[src/rtl/imem_loader_pkg.sv]
// Shared constants and state encoding for the instruction-memory boot loader.
package imem_loader_pkg;

  localparam int unsigned BYTE_W  = 8;
  localparam int unsigned WORD_W  = 32;
  localparam int unsigned LANES   = WORD_W / BYTE_W;
  localparam int unsigned LANE_W  = 2;
  localparam int unsigned HDR_LEN = 2;
  localparam int unsigned CNT_W   = BYTE_W * HDR_LEN;

  typedef enum logic [2:0] {
    ST_LEN_LO = 3'd0,
    ST_LEN_HI = 3'd1,
    ST_DATA   = 3'd2,
    ST_CSUM   = 3'd3,
    ST_DONE   = 3'd4,
    ST_ERROR  = 3'd5
  } loader_state_t;

endpackage

[src/rtl/imem_loader_byte_to_word_packer.sv]
// Packs four accepted bytes (little-endian) into one 32-bit word and pulses
// o_word_valid for one cycle after the fourth byte.
module imem_loader_byte_to_word_packer
  import imem_loader_pkg::*;
(
  input  logic              i_clk,
  input  logic              i_reset,
  input  logic              i_byte_valid,
  input  logic [BYTE_W-1:0] i_byte,
  output logic              o_last_lane_c,
  output logic              o_word_valid,
  output logic [WORD_W-1:0] o_word
);

  logic [LANE_W-1:0]        lane_q;
  logic [WORD_W-BYTE_W-1:0] asm_q;

  assign o_last_lane_c = (lane_q == LANE_W'(LANES - 1));

  // Lanes 0..2 are staged; lane 3 completes the word straight into o_word.
  always_ff @(posedge i_clk) begin
    if (i_reset) begin
      lane_q       <= '0;
      asm_q        <= '0;
      o_word_valid <= 1'b0;
      o_word       <= '0;
    end else begin
      o_word_valid <= 1'b0;
      if (i_byte_valid) begin
        lane_q <= lane_q + 1'b1;
        if (o_last_lane_c) begin
          o_word_valid <= 1'b1;
          o_word       <= {i_byte, asm_q};
        end else begin
          case (lane_q)
            2'd0:    asm_q[7:0]   <= i_byte;
            2'd1:    asm_q[15:8]  <= i_byte;
            default: asm_q[23:16] <= i_byte;
          endcase
        end
      end
    end
  end

endmodule

[src/rtl/imem_loader.sv]
// Boot-time instruction memory writer: receives a length-prefixed, XOR-checked
// byte stream and holds the core in reset until the image is verified.
module imem_loader
  import imem_loader_pkg::*;
#(
  parameter int unsigned ADDR_W = 8
) (
  input  logic              i_clk,
  input  logic              i_reset,
  input  logic              i_rx_valid,
  input  logic [BYTE_W-1:0] i_rx_data,
  output logic              o_rx_ready,
  output logic              o_mem_we,
  output logic [ADDR_W-1:0] o_mem_addr,
  output logic [WORD_W-1:0] o_mem_wdata,
  output logic              o_core_reset,
  output logic              o_done,
  output logic              o_error
);

  localparam int unsigned MAX_WORDS = (2 ** ADDR_W) / 4;
  localparam int unsigned CMP_W     = CNT_W + 1;

  loader_state_t     state_q, state_nxt;
  logic [CNT_W-1:0]  count_q;
  logic [CNT_W-1:0]  word_idx_q;
  logic [BYTE_W-1:0] csum_q;
  logic [CNT_W-1:0]  len_c;
  logic              rx_fire_c;
  logic              data_fire_c;
  logic              last_lane_c;
  logic              last_word_c;

  assign rx_fire_c   = i_rx_valid & o_rx_ready;
  assign data_fire_c = rx_fire_c && (state_q == ST_DATA);
  assign len_c       = {i_rx_data, count_q[BYTE_W-1:0]};
  assign last_word_c = (word_idx_q == count_q - 1'b1);

  imem_loader_byte_to_word_packer u_packer (
    .i_clk         (i_clk),
    .i_reset       (i_reset),
    .i_byte_valid  (data_fire_c),
    .i_byte        (i_rx_data),
    .o_last_lane_c (last_lane_c),
    .o_word_valid  (o_mem_we),
    .o_word        (o_mem_wdata)
  );

  always_ff @(posedge i_clk) begin
    if (i_reset) state_q <= ST_LEN_LO;
    else         state_q <= state_nxt;
  end

  always_comb begin
    state_nxt = state_q;
    case (state_q)
      ST_LEN_LO: if (rx_fire_c) state_nxt = ST_LEN_HI;
      ST_LEN_HI: begin
        if (rx_fire_c) begin
          if ({1'b0, len_c} > CMP_W'(MAX_WORDS)) state_nxt = ST_ERROR;
          else if (len_c == '0)                  state_nxt = ST_CSUM;
          else                                   state_nxt = ST_DATA;
        end
      end
      ST_DATA:   if (data_fire_c && last_lane_c && last_word_c) state_nxt = ST_CSUM;
      ST_CSUM:   if (rx_fire_c) state_nxt = (i_rx_data == csum_q) ? ST_DONE : ST_ERROR;
      default:   state_nxt = state_q;
    endcase
  end

  // Header/payload bookkeeping; status outputs follow the next state so they
  // change in the same cycle the FSM enters DONE or ERROR.
  always_ff @(posedge i_clk) begin
    if (i_reset) begin
      count_q      <= '0;
      word_idx_q   <= '0;
      csum_q       <= '0;
      o_mem_addr   <= '0;
      o_rx_ready   <= 1'b1;
      o_core_reset <= 1'b1;
      o_done       <= 1'b0;
      o_error      <= 1'b0;
    end else begin
      o_rx_ready   <= (state_nxt != ST_DONE) && (state_nxt != ST_ERROR);
      o_core_reset <= (state_nxt != ST_DONE);
      o_done       <= (state_nxt == ST_DONE);
      o_error      <= (state_nxt == ST_ERROR);
      if (rx_fire_c) begin
        case (state_q)
          ST_LEN_LO: begin
            count_q[BYTE_W-1:0] <= i_rx_data;
            csum_q              <= csum_q ^ i_rx_data;
          end
          ST_LEN_HI: begin
            count_q[CNT_W-1:BYTE_W] <= i_rx_data;
            csum_q                  <= csum_q ^ i_rx_data;
          end
          ST_DATA: begin
            csum_q <= csum_q ^ i_rx_data;
            if (last_lane_c) begin
              o_mem_addr <= ADDR_W'({word_idx_q, 2'b00});
              word_idx_q <= word_idx_q + 1'b1;
            end
          end
          default: ;
        endcase
      end
    end
  end

endmodule

[config.mk]
export PLATFORM = sky130hd
export DESIGN_NAME = imem_loader
export DESIGN_NICKNAME = d
export VERILOG_FILES = /design/src/rtl/imem_loader_pkg.sv /design/src/rtl/imem_loader_byte_to_word_packer.sv /design/src/rtl/imem_loader.sv
export SDC_FILE = /design/constraint.sdc
export NUM_CORES = 1
export LEC_CHECK = 0
export CORE_MARGIN = 3
export CORE_UTILIZATION = 56
export DETAILED_ROUTE_END_ITERATION = 16
export PLACE_DENSITY_LB_ADDON = 0.15
export SLEW_MARGIN = 20
export SYNTH_ARGS = -nofsm -noshare
export SYNTH_HDL_FRONTEND = slang
export SYNTH_SLANG_ARGS = --single-unit
[constraint.sdc]
create_clock -name i_clk -period 3 [get_ports i_clk]
set_clock_uncertainty 0.05 [all_clocks]
set_input_delay 0.45 -clock i_clk [delete_from_list [all_inputs] [get_ports i_clk]]
set_output_delay 0.45 -clock i_clk [all_outputs]
set_load 0.01 [all_outputs]
==> reports/results.ini, run 1 <==
[pwr]
intPower_uw = 1990
power_density_nw_per_um2 = 486
p_seq_frac = 0.570
power_frac_comb = 0.115
sw_frac_of_total = 0.271
max-vdd-ir-drop_v = 0.000270
p_clk_frac = 0.315
power.switching_uw = 740
leakagePower_uw = 0.00214

[setup_path]
crit_fanout = 6
reg2reg_setup_slack_ns = 0.59
cp.arrival_ns = 2.67
crit_type = register to register
setup.worst_path.start_class = register
rr_startpoint = count_q[2]
worst_ep_required_time_ns = 3.26
cp-startpoint = count_q[2]
crit_path_end_kind = register

[placed_design]
dpl.cell_count = 692
pre_cts_ws_ns = 0.295
gp_congestion = 0.908
dp_hpwl_um = 7230
port_buffers = 53

[outcome]
status = completed

[finish]
diodes = 0
final_util = 0.680
finalNonFillerCells = 708
area_growth_syn_to_layout_pct = 17.2
final_nets = 615
fillerInstances = 701
drive_above_1_share = 0.0630

[floorplan]
io_pins = 56
die_w_um = 98.5
start_util = 0.580
die_area_um2 = 9710
rows = 33
die-height_um = 98.5
core_um2 = 8260

[detailed_routing]
vias_per_cell = 5.44
antenna_left = 0
first_pass_iters = 4
drt-total-wl_um = 10500
num_vias = 3852
drc_errors = 0
post_drt_wl_per_cell_um = 14.8
dr.first_iter.drc_count = 217

[sta]
drv_slew = 0
fmax_mhz = 415
slew_headroom = 0.564
tns_ns = 0
timing.hold.ws_ns = 0.410
worst_pin_slew_ns = 0.654
rsz0062_at_grt = no
finalSetupViolCount = 0
final.period_utilization = 0.803
setup_ws_ns = 0.592
min_period_ns = 2.41
hold_violations = 0

[synth]
netlist_area_um2 = 4790
synth_cells = 556
synth_edf_count = 0
synth_cell_types = 49
yosysWarnings = 0
async_reset_ff_frac = 0
synth_flop_cell = dfxtp_1
yosysSeqAreaShare = 0.468
post-synth-top-area-cell = dfxtp_1
synth_top_area_frac = 0.468
ys_ff_latch = 112
synth_area_leaders = dfxtp_1 (47%), mux2i_1 (8.4%), nand2_1 (7.5%)
avgSynthCellArea_um2 = 8.62

[cts]
root_buffer = clkbuf_8
postCtsSetupBuffers = 0
clkSinkCount = 112
path_clk_slew_ns = 0.11
htree_levels = 3
cts_max_path_buffers = 2
cts_buffers = 9
insertion_delay_ns = 0.37
post_cts_resized = 0
cts_tree = done
ctsHoldBuffers = 0

[hold_path]
hp-class = register to register
worstHoldStart = u_packer.o_word[29]

[global_routing]
grt_pass1_vias = 3609
grt.total_usage = 0.225
grt_max_degree = 62
overflow = 0
grt_pass1_wl_um = 17700
antenna_found_initial = 0

[flow_run]
drv_cap = 0

synthesized netlist by cell type, types with 2 or more instances:
master,count
dfxtp_1,112
nand2_1,96
nor2_1,73
a21oi_1,48
mux2i_1,40
xor2_1,30
clkbuf_1,29
xnor2_1,17
nand3_1,11
inv_1,9
buf_1,6
ha_1,6
nor3_1,6
o21ai_0,6
nand2b_1,5
nor4_1,5
or3_1,5
and2_1,4
and3_1,4
nand4_1,3
or4_1,3
a22oi_1,2
a31oi_1,2
and3b_1,2
and4_1,2
buf_4,2
nor2b_1,2
nor3b_1,2
o2111ai_1,2
o31ai_1,2
or4_4,2
power groups by stage:
stage	clock [uW]	sequential [uW]	combinational, uW
floorplan	0	1580	240
global placement	0	1590	306
detailed placement	0	1590	311
CTS	883	1550	314
global route	944	1560	343
finish	858	1560	314
metal layers:
metal  vias up  global-route usage  routed length [um]
met5         -                   0                   0
met4         0              0.0620                  59
met3         6              0.0517                 613
met2       100               0.347                4810
li1       1919                   -                   -
met1      1827               0.318                4980
placed cells by master, fill, tap and decap left out, drive strengths merged, types with 2 or more instances in the layout:
cell type      count
nand2             96
clkdlybuf4s50     52
clkbuf            10
nand2b             5
nand3             11
nor4               6
and2               5
o2111ai            2
inv               13
or4                5
and3               4
nand3b             2
a21oi             48
ha                 6
nand4              3
a22oi              2
and3b              2
xor2              30
o31ai              2
and4               2
dfxtp            112
xnor2             17
nor2b              2
a31oi              2
buf               16
or3                5
mux2i             40
nor3               6
o22ai              2
conb               2
o21ai              6
nor2              73
nor3b              2
sequential cells by signal, summed over array words and instances, names as in the netlist:
name / flops
word_idx_q: 16
u_packer.o_word_valid: 1
csum_q: 8
state_q: 3
count_q: 16
u_packer.o_word: 32
u_packer.lane_q: 2
o_rx_ready: 1
o_error: 1
o_mem_addr: 6
o_core_reset: 1
o_done: 1
u_packer.asm_q: 24
path summary, 6_finish.rpt:
check,to,cells after the start
max,state_q[0],6
min,u_packer.o_word[29],2
max reg2reg,state_q[0],6
min reg2reg,u_packer.o_word[29],2
critical path: stages (launching register included):
cell      delay [ns]
dfxtp_1         0.38
or4_4           0.60
nor4_4          0.28
nand3b_2        0.12
mux2_4          0.31
or4_4           0.52
o22ai_2         0.09
kinds of logic after synthesis:
kind of cell | count (synthesis) | share of synthesized area
XOR/XNOR | 47 | 0.0859
other | 1 | 0.000782
adder cells (fa/ha/maj) | 6 | 0.0157
buffers and inverters | 47 | 0.0386
flip-flops | 112 | 0.468
multiplexers | 41 | 0.0867
AO/OA/AOI/OAI | 70 | 0.0835
AND/OR/NAND/NOR | 232 | 0.221
stage by stage:
| stage | power, uW | area [um^2] |
|---|---|---|
| floorplan | 1820 | 4800 |
| global placement | 1890 | 5430 |
| detailed placement | 1900 | 5430 |
| CTS | 2750 | 5620 |
| global route | 2850 | 5620 |
| finish | 2730 | 5620 |
area by class of cell:
type                            instances  area [um^2]  area share
Clock buffer                           10          128      0.0227
Timing Repair Buffer                   68          653       0.116
Multi-Input combinational cell        398         2370       0.422
Tap cell                              105          131      0.0234
Clock inverter                          6         58.8      0.0105
Inverter                                9         33.8     0.00601
Sequential cell                       112         2240       0.399
(Power assumes the default switching activity.)
==> run 2, diff against run 1 <==
--- a/config.mk
+++ b/config.mk
@@ -6,7 +6,7 @@
 export NUM_CORES = 1
 export LEC_CHECK = 0
 export CORE_MARGIN = 3
-export CORE_UTILIZATION = 56
+export CORE_UTILIZATION = 50
 export DETAILED_ROUTE_END_ITERATION = 16
 export PLACE_DENSITY_LB_ADDON = 0.15
 export SLEW_MARGIN = 20
==> constraint.sdc (replaced) <==
create_clock -name i_clk -period 2.2 [get_ports i_clk]
set_clock_uncertainty 0.05 [all_clocks]
set_input_delay 0.33 -clock i_clk [delete_from_list [all_inputs] [get_ports i_clk]]
set_output_delay 0.33 -clock i_clk [all_outputs]
set_load 0.01 [all_outputs]
==> reports/results.ini, run 2 (same netlist as run 1, synthesis figures left out) <==
[placed_design]
gp_congestion = 0.811  ; -11%
dp_hpwl_um = 7770  ; +7.4%
pre_cts_ws_ns = -0.300  ; -0.595 ns
dpl.cell_count = 741  ; +7.1%
port_buffers = 53  ; unchanged

[setup_path]
crit_fanout = 4  ; -2
crit_type = register to register
cpMostUsedCell = or4_4
rr_startpoint = count_q[4]
reg2reg_setup_slack_ns = -0.03  ; -0.63 ns
worst_ep_required_time_ns = 2.45  ; -0.81 ns
cpPeakStageDelay_ns = 0.59  ; about the same
crit_path_top_delay_cell = or4_4
cp_cell_sequence = or4_4 > nor4_4 > nand3b_2 > mux2_4 > or4_4 > o22ai_2
setup.worst_path.start_class = register
crit_path_end_kind = register
cp.arrival_ns = 2.48  ; -0.19 ns
cp-startpoint = count_q[4]

[finish]
top_regs = u_packer.o_word x32, u_packer.asm_q x24
drive_above_1_share = 0.116  ; +0.0530
finalNonFillerCells = 758  ; +7.1%
largest-register = u_packer.o_word
area_growth_syn_to_layout_pct = 23.3
largest_reg_flops = 32  ; unchanged
final_nets = 641  ; +4.2%
fillerInstances = 844  ; +20%
diodes = 0  ; unchanged
final_util = 0.637  ; -0.0436
final_cell_mix = dfxtp_1 (110), nand2_1 (96), nor2_1 (73), clkdlybuf4s50_1 (52), a21oi_1 (48)
final_common_cell = dfxtp_1

[detailed_routing]
num_vias = 3928  ; +2.0%
vias_per_cell = 5.18  ; -4.8%
post_drt_wl_per_cell_um = 14.5  ; -1.6%
drc_errors = 0  ; unchanged
drt-total-wl_um = 11000  ; +5.3%
antenna_left = 0  ; unchanged
first_pass_iters = 4  ; unchanged
dr.first_iter.drc_count = 189  ; -13%

[hold_path]
worstHoldStart = i_reset
hp-class = input pin to register

[floorplan]
die-height_um = 104  ; +5.5%
die_area_um2 = 10800  ; +11%
start_util = 0.516  ; -0.0641
rows = 35  ; +6.1%
die_w_um = 104  ; +5.5%
io_pins = 56  ; unchanged
core_um2 = 9280  ; +12%

[global_routing]
antenna_found_initial = 0  ; unchanged
grt_max_degree = 66  ; +6.5%
overflow = 0  ; unchanged
grt_pass1_vias = 3785  ; +4.9%
grt_pass1_wl_um = 18400  ; +3.8%
grt.total_usage = 0.208  ; -0.0173

[sta]
finalSetupViolCount = 1  ; +1
rsz0062_at_grt = yes
fmax_mhz = 448  ; +7.8%
hold_violations = 0  ; unchanged
slew_headroom = 0.553  ; -0.0106
min_period_ns = 2.23  ; -0.174 ns
worst_pin_slew_ns = 0.670  ; +0.0159 ns
final.period_utilization = 1.02  ; +0.213
drv_slew = 0  ; unchanged
setup_ws_ns = -0.0341  ; -0.626 ns

[outcome]
status = finished, violations left
violations = negative setup slack

[cts]
clkSinkCount = 112  ; unchanged
htree_levels = 3  ; unchanged
root_buffer = clkbuf_8
cts_buffers = 9  ; unchanged
path_clk_slew_ns = 0.11  ; about the same
insertion_delay_ns = 0.37  ; about the same
ctsHoldBuffers = 0  ; unchanged
cts_max_path_buffers = 2  ; unchanged
cts_tree = done

[pwr]
leakagePower_uw = 0.00229  ; +7.1%
max-vdd-ir-drop_v = 0.000373  ; +38%
power_density_nw_per_um2 = 654  ; +35%
finalPower_uw = 3870  ; +42%

[flow_run]
drv_cap = 0  ; unchanged

[run 2: metrics by stage]
stage	setup TNS (ns)	area, um^2	hold WS [ns]
6_report	-0.0341	5910	0.406
5_1_grt	-0.125	5910	0.421
4_1_cts	-0.0492	5870	0.411
3_5_place_dp	-1.72	5650	0.394
3_3_place_gp	-1.04	5650	0.392
2_1_floorplan	-0.0407	4800	0.381
[run 2: worst paths after layout]
path,end,cells after the start
worst min-delay path,word_idx_q[12],2
worst max-delay path,state_q[0],6
worst min register to register,o_mem_addr[2],2
worst max register to register,state_q[0],6
[run 2: power by group]
| group | internal [uW] | switching, uW | total (uW) |
|---|---|---|---|
| clock | 482 | 743 | 1230 |
| combinational | 259 | 270 | 528 |
| sequential | 2070 | 42.9 | 2110 |
| total | 2810 | 1060 | 3870 |
[run 2: metal layers]
layer  share of wire  track usage  vias to the layer above
met3           0.032       0.0286                       13
met5               0            0                        -
met2            0.48        0.349                       72
li1                -            -                     1972
met1            0.47        0.280                     1871
met4           0.014       0.0579                        0
[run 2: layout make-up]
cell class                 count  area [um^2]  share of cell area
clock inverter                 6         65.1              0.0110
tap                          129          161              0.0273
sequential                   112         2240               0.380
clock buffer                  10          138              0.0233
timing repair buffer          94          848               0.144
inverter                       9         33.8             0.00572
multi-input combinational    398         2420               0.409
[run 2: worst max-delay path: cells and delay by family, from the launching register on]
kind	cells	cell delay, ns
simple gates	4	1.41
flops	1	0.33
compound gates	1	0.09
mux	1	0.30
[run 2: timing repair]
action / 4_1_cts / 5_1_grt
setup endpoints to repair: 4 / 4
gates resized for setup: 4 / 6
pin swaps: 3 / 6
endpoints found under the hold margin: 0 / 0
setup buffers: 0 / 1
==> run 3, diff against run 2 <==
--- a/config.mk
+++ b/config.mk
@@ -5,11 +5,13 @@
 export SDC_FILE = /design/constraint.sdc
 export NUM_CORES = 1
 export LEC_CHECK = 0
-export CORE_MARGIN = 3
-export CORE_UTILIZATION = 50
+export ABC_CLOCK_PERIOD_IN_PS = 2200
+export CORE_MARGIN = 8
+export CORE_UTILIZATION = 51
 export DETAILED_ROUTE_END_ITERATION = 16
 export PLACE_DENSITY_LB_ADDON = 0.15
 export SLEW_MARGIN = 20
 export SYNTH_ARGS = -nofsm -noshare
 export SYNTH_HDL_FRONTEND = slang
+export SYNTH_HIERARCHICAL = 1
 export SYNTH_SLANG_ARGS = --single-unit
==> reports/results.ini, run 3 <==
[outcome]
status = completed

[cts]
cts_buffers = 9  ; unchanged
path_clk_slew_ns = 0.10  ; about the same
cts_tree = done
clkSinkCount = 112  ; unchanged
htree_levels = 3  ; unchanged
root_buffer = clkbuf_8
cts_max_path_buffers = 2  ; unchanged
postCtsSetupBuffers = 0  ; unchanged
insertion_delay_ns = 0.37  ; about the same

[finish]
largest-register = u_packer/o_word
area_growth_syn_to_layout_pct = 20.5
final_cell_mix = dfxtp_1 (112), nor2_1 (57), clkdlybuf4s50_1 (52), nand3_1 (51), a21oi_1 (46)
final_util = 0.624  ; -0.0124
final_nets = 659  ; +2.8%
final_common_cell = dfxtp_1
top_regs = u_packer/o_word x32, u_packer/asm_q x24
diodes = 0  ; unchanged
drive_above_1_share = 0.116  ; -0.000138
largest_reg_flops = 32  ; unchanged

[floorplan]
rows = 37  ; +5.7%
start_util = 0.518  ; +0.00151
core_um2 = 10200  ; +9.7%
die_w_um = 118  ; +13%
die_area_um2 = 13900  ; +28%
io_pins = 56  ; unchanged
die-height_um = 118  ; +13%

[setup_path]
setup.worst_path.start_class = register
cpPeakStageDelay_ns = 0.52  ; -0.07 ns
crit_path_end_kind = register
cp_cell_sequence = inv_1 > ha_1 > or3b_2 > nor2_1 > buf_4 > nor4_1 > o22ai_1 > inv_1 > o22ai_2
cp.arrival_ns = 2.28  ; -0.20 ns
worst_ep_required_time_ns = 2.45  ; about the same
crit_fanout = 4  ; unchanged
crit_type = register to register
cpMostUsedCell = inv_1
crit_path_top_delay_cell = or3b_2

[sta]
setup_ws_ns = 0.173  ; +0.207 ns
fmax_mhz = 493  ; +10%
rsz0062_at_grt = no
slew_headroom = 0.551  ; -0.00191
min_period_ns = 2.03  ; -0.207 ns
final.period_utilization = 0.921  ; -0.0942
hold_violations = 0  ; unchanged
finalSetupViolCount = 0  ; -1
worst_pin_slew_ns = 0.673  ; +0.00286 ns
drv_slew = 0  ; unchanged
tns_ns = 0  ; +0.0341 ns

[synth]
synth_top_area_frac = 0.425  ; -0.0426
synth_compound_area_frac = 0.150  ; +0.0669
synth_top_family_by_area = simple AND/OR/NAND/NOR gates
synth_most_common_cell = dfxtp_1
synth_cells = 577  ; +3.8%
avgSynthCellArea_um2 = 9.14  ; +6.0%
synth_common_cells = dfxtp_1 (112), nor2_1 (57), nand3_1 (51)
synth_cell_types = 49  ; unchanged
muxShareOfSynthArea = 0.0759  ; -0.0107
yosysSeqAreaShare = 0.425  ; -0.0426
post-synth-top-area-cell = dfxtp_1
synth_flop_cell = dfxtp_1
yosysWarnings = 6  ; +6
synth_xor_area_frac = 0.0864  ; +0.000480
async_reset_ff_frac = 0  ; unchanged
yosys.area_share.adder = 0.0142  ; -0.00143
synth_area_leaders = dfxtp_1 (43%), mux2i_1 (7.6%), a21bo_1 (6.3%)
synthSimpleGateAreaFrac = 0.202  ; -0.0190
synth_edf_count = 0  ; unchanged
ys_ff_latch = 112  ; unchanged
netlist_area_um2 = 5270  ; +10%

[pwr]
power_density_nw_per_um2 = 614  ; -6.2%
leakagePower_uw = 0.00238  ; +3.8%
finalPower_uw = 3900  ; +0.86%
max-vdd-ir-drop_v = 0.000352  ; -5.5%

[global_routing]
grt_max_degree = 68  ; +3.0%
grt_pass1_wl_um = 20100  ; +9.1%
grt_pass1_vias = 4103  ; +8.4%
antenna_found_initial = 0  ; unchanged
overflow = 0  ; unchanged
grt.total_usage = 0.173  ; -0.0343

[flow_run]
drv_cap = 0  ; unchanged

[placed_design]
dp_hpwl_um = 8500  ; +9.3%
port_buffers = 53  ; unchanged
gp_congestion = 0.855  ; +5.4%
pre_cts_ws_ns = -0.107  ; +0.193 ns

[detailed_routing]
dr.first_iter.drc_count = 345  ; +83%
drt-total-wl_um = 12200  ; +11%
num_vias = 4196  ; +6.8%
first_pass_iters = 4  ; unchanged
vias_per_cell = 5.36  ; +3.4%
antenna_left = 0  ; unchanged
drc_errors = 0  ; unchanged
post_drt_wl_per_cell_um = 15.6  ; +7.1%

[hold_path]
hp-class = input pin to register

-- run 3: critical path: cells and delay by family, from the launching register on --
kind / cells / cell delay [ns]
AOI/OAI and AO/OA: 2 / 0.34
and+or+nand+nor: 3 / 0.75
adders and majority gates: 1 / 0.15
DFF: 1 / 0.33
buffers and inverters: 3 / 0.34
-- run 3: layout make-up --
cell class / count / area, um^2
repair buffers: 95 / 881
clock buffers: 11 / 141
well taps: 136 / 170
clock inverters: 5 / 70.1
inverters: 7 / 26.3
flip-flops and latches: 112 / 2240
multi-input cells: 417 / 2830
fillers: 905 / 3830
-- run 3: final timing paths --
path / from / end / slack (ns) / depth (start not counted)
setup / recovery: count_q[1] / state_q[0] / 0.17 / 9
hold / removal: i_reset / u_packer/o_word_valid / 0.39 / 2
setup reg to reg: count_q[1] / state_q[0] / 0.17 / 9
hold reg to reg: u_packer/asm_q[16] / u_packer/o_word[16] / 0.42 / 2
-- run 3: layer usage --
metal / global-route usage / share of wire / wire length (um) / vias to the layer above
met2: 0.259 / 0.44 / 5360 / 77
met4: 0.0560 / 0.014 / 176 / 0
met1: 0.240 / 0.50 / 6070 / 1995
li1: - / - / - / 2109
met5: 0 / 0 / 0 / -
met3: 0.0422 / 0.048 / 585 / 15
-- run 3: power breakdown --
part,internal [uW],switching (uW)
clock network,581,718
registers,2070,38.4
logic,231,265
total,2880,1020
-- run 3: logic make-up after synthesis --
group | Yosys count
muxes | 40
and+or+nand+nor | 209
AOI/OAI and AO/OA | 108
DFF | 112
buffers and inverters | 49
adders and majority gates | 6
other | 1
xor gates and xnor gates | 52
-- run 3: metrics by stage --
| step | instances | hold WS, ns | instance area [um^2] |
|---|---|---|---|
| 2_1_floorplan | 578 | 0.373 | 5280 |
| 3_3_place_gp | 767 | 0.403 | 6120 |
| 3_5_place_dp | 767 | 0.417 | 6120 |
| 4_1_cts | 783 | 0.384 | 6340 |
| 5_1_grt | 783 | 0.405 | 6360 |
| 6_report | 783 | 0.388 | 6360 |
-- run 3: repair_timing --
action / in CTS / in global routing
gates resized for setup: 0 / 3
hold buffers: 0 / 0
endpoints found under the setup margin: 0 / 1
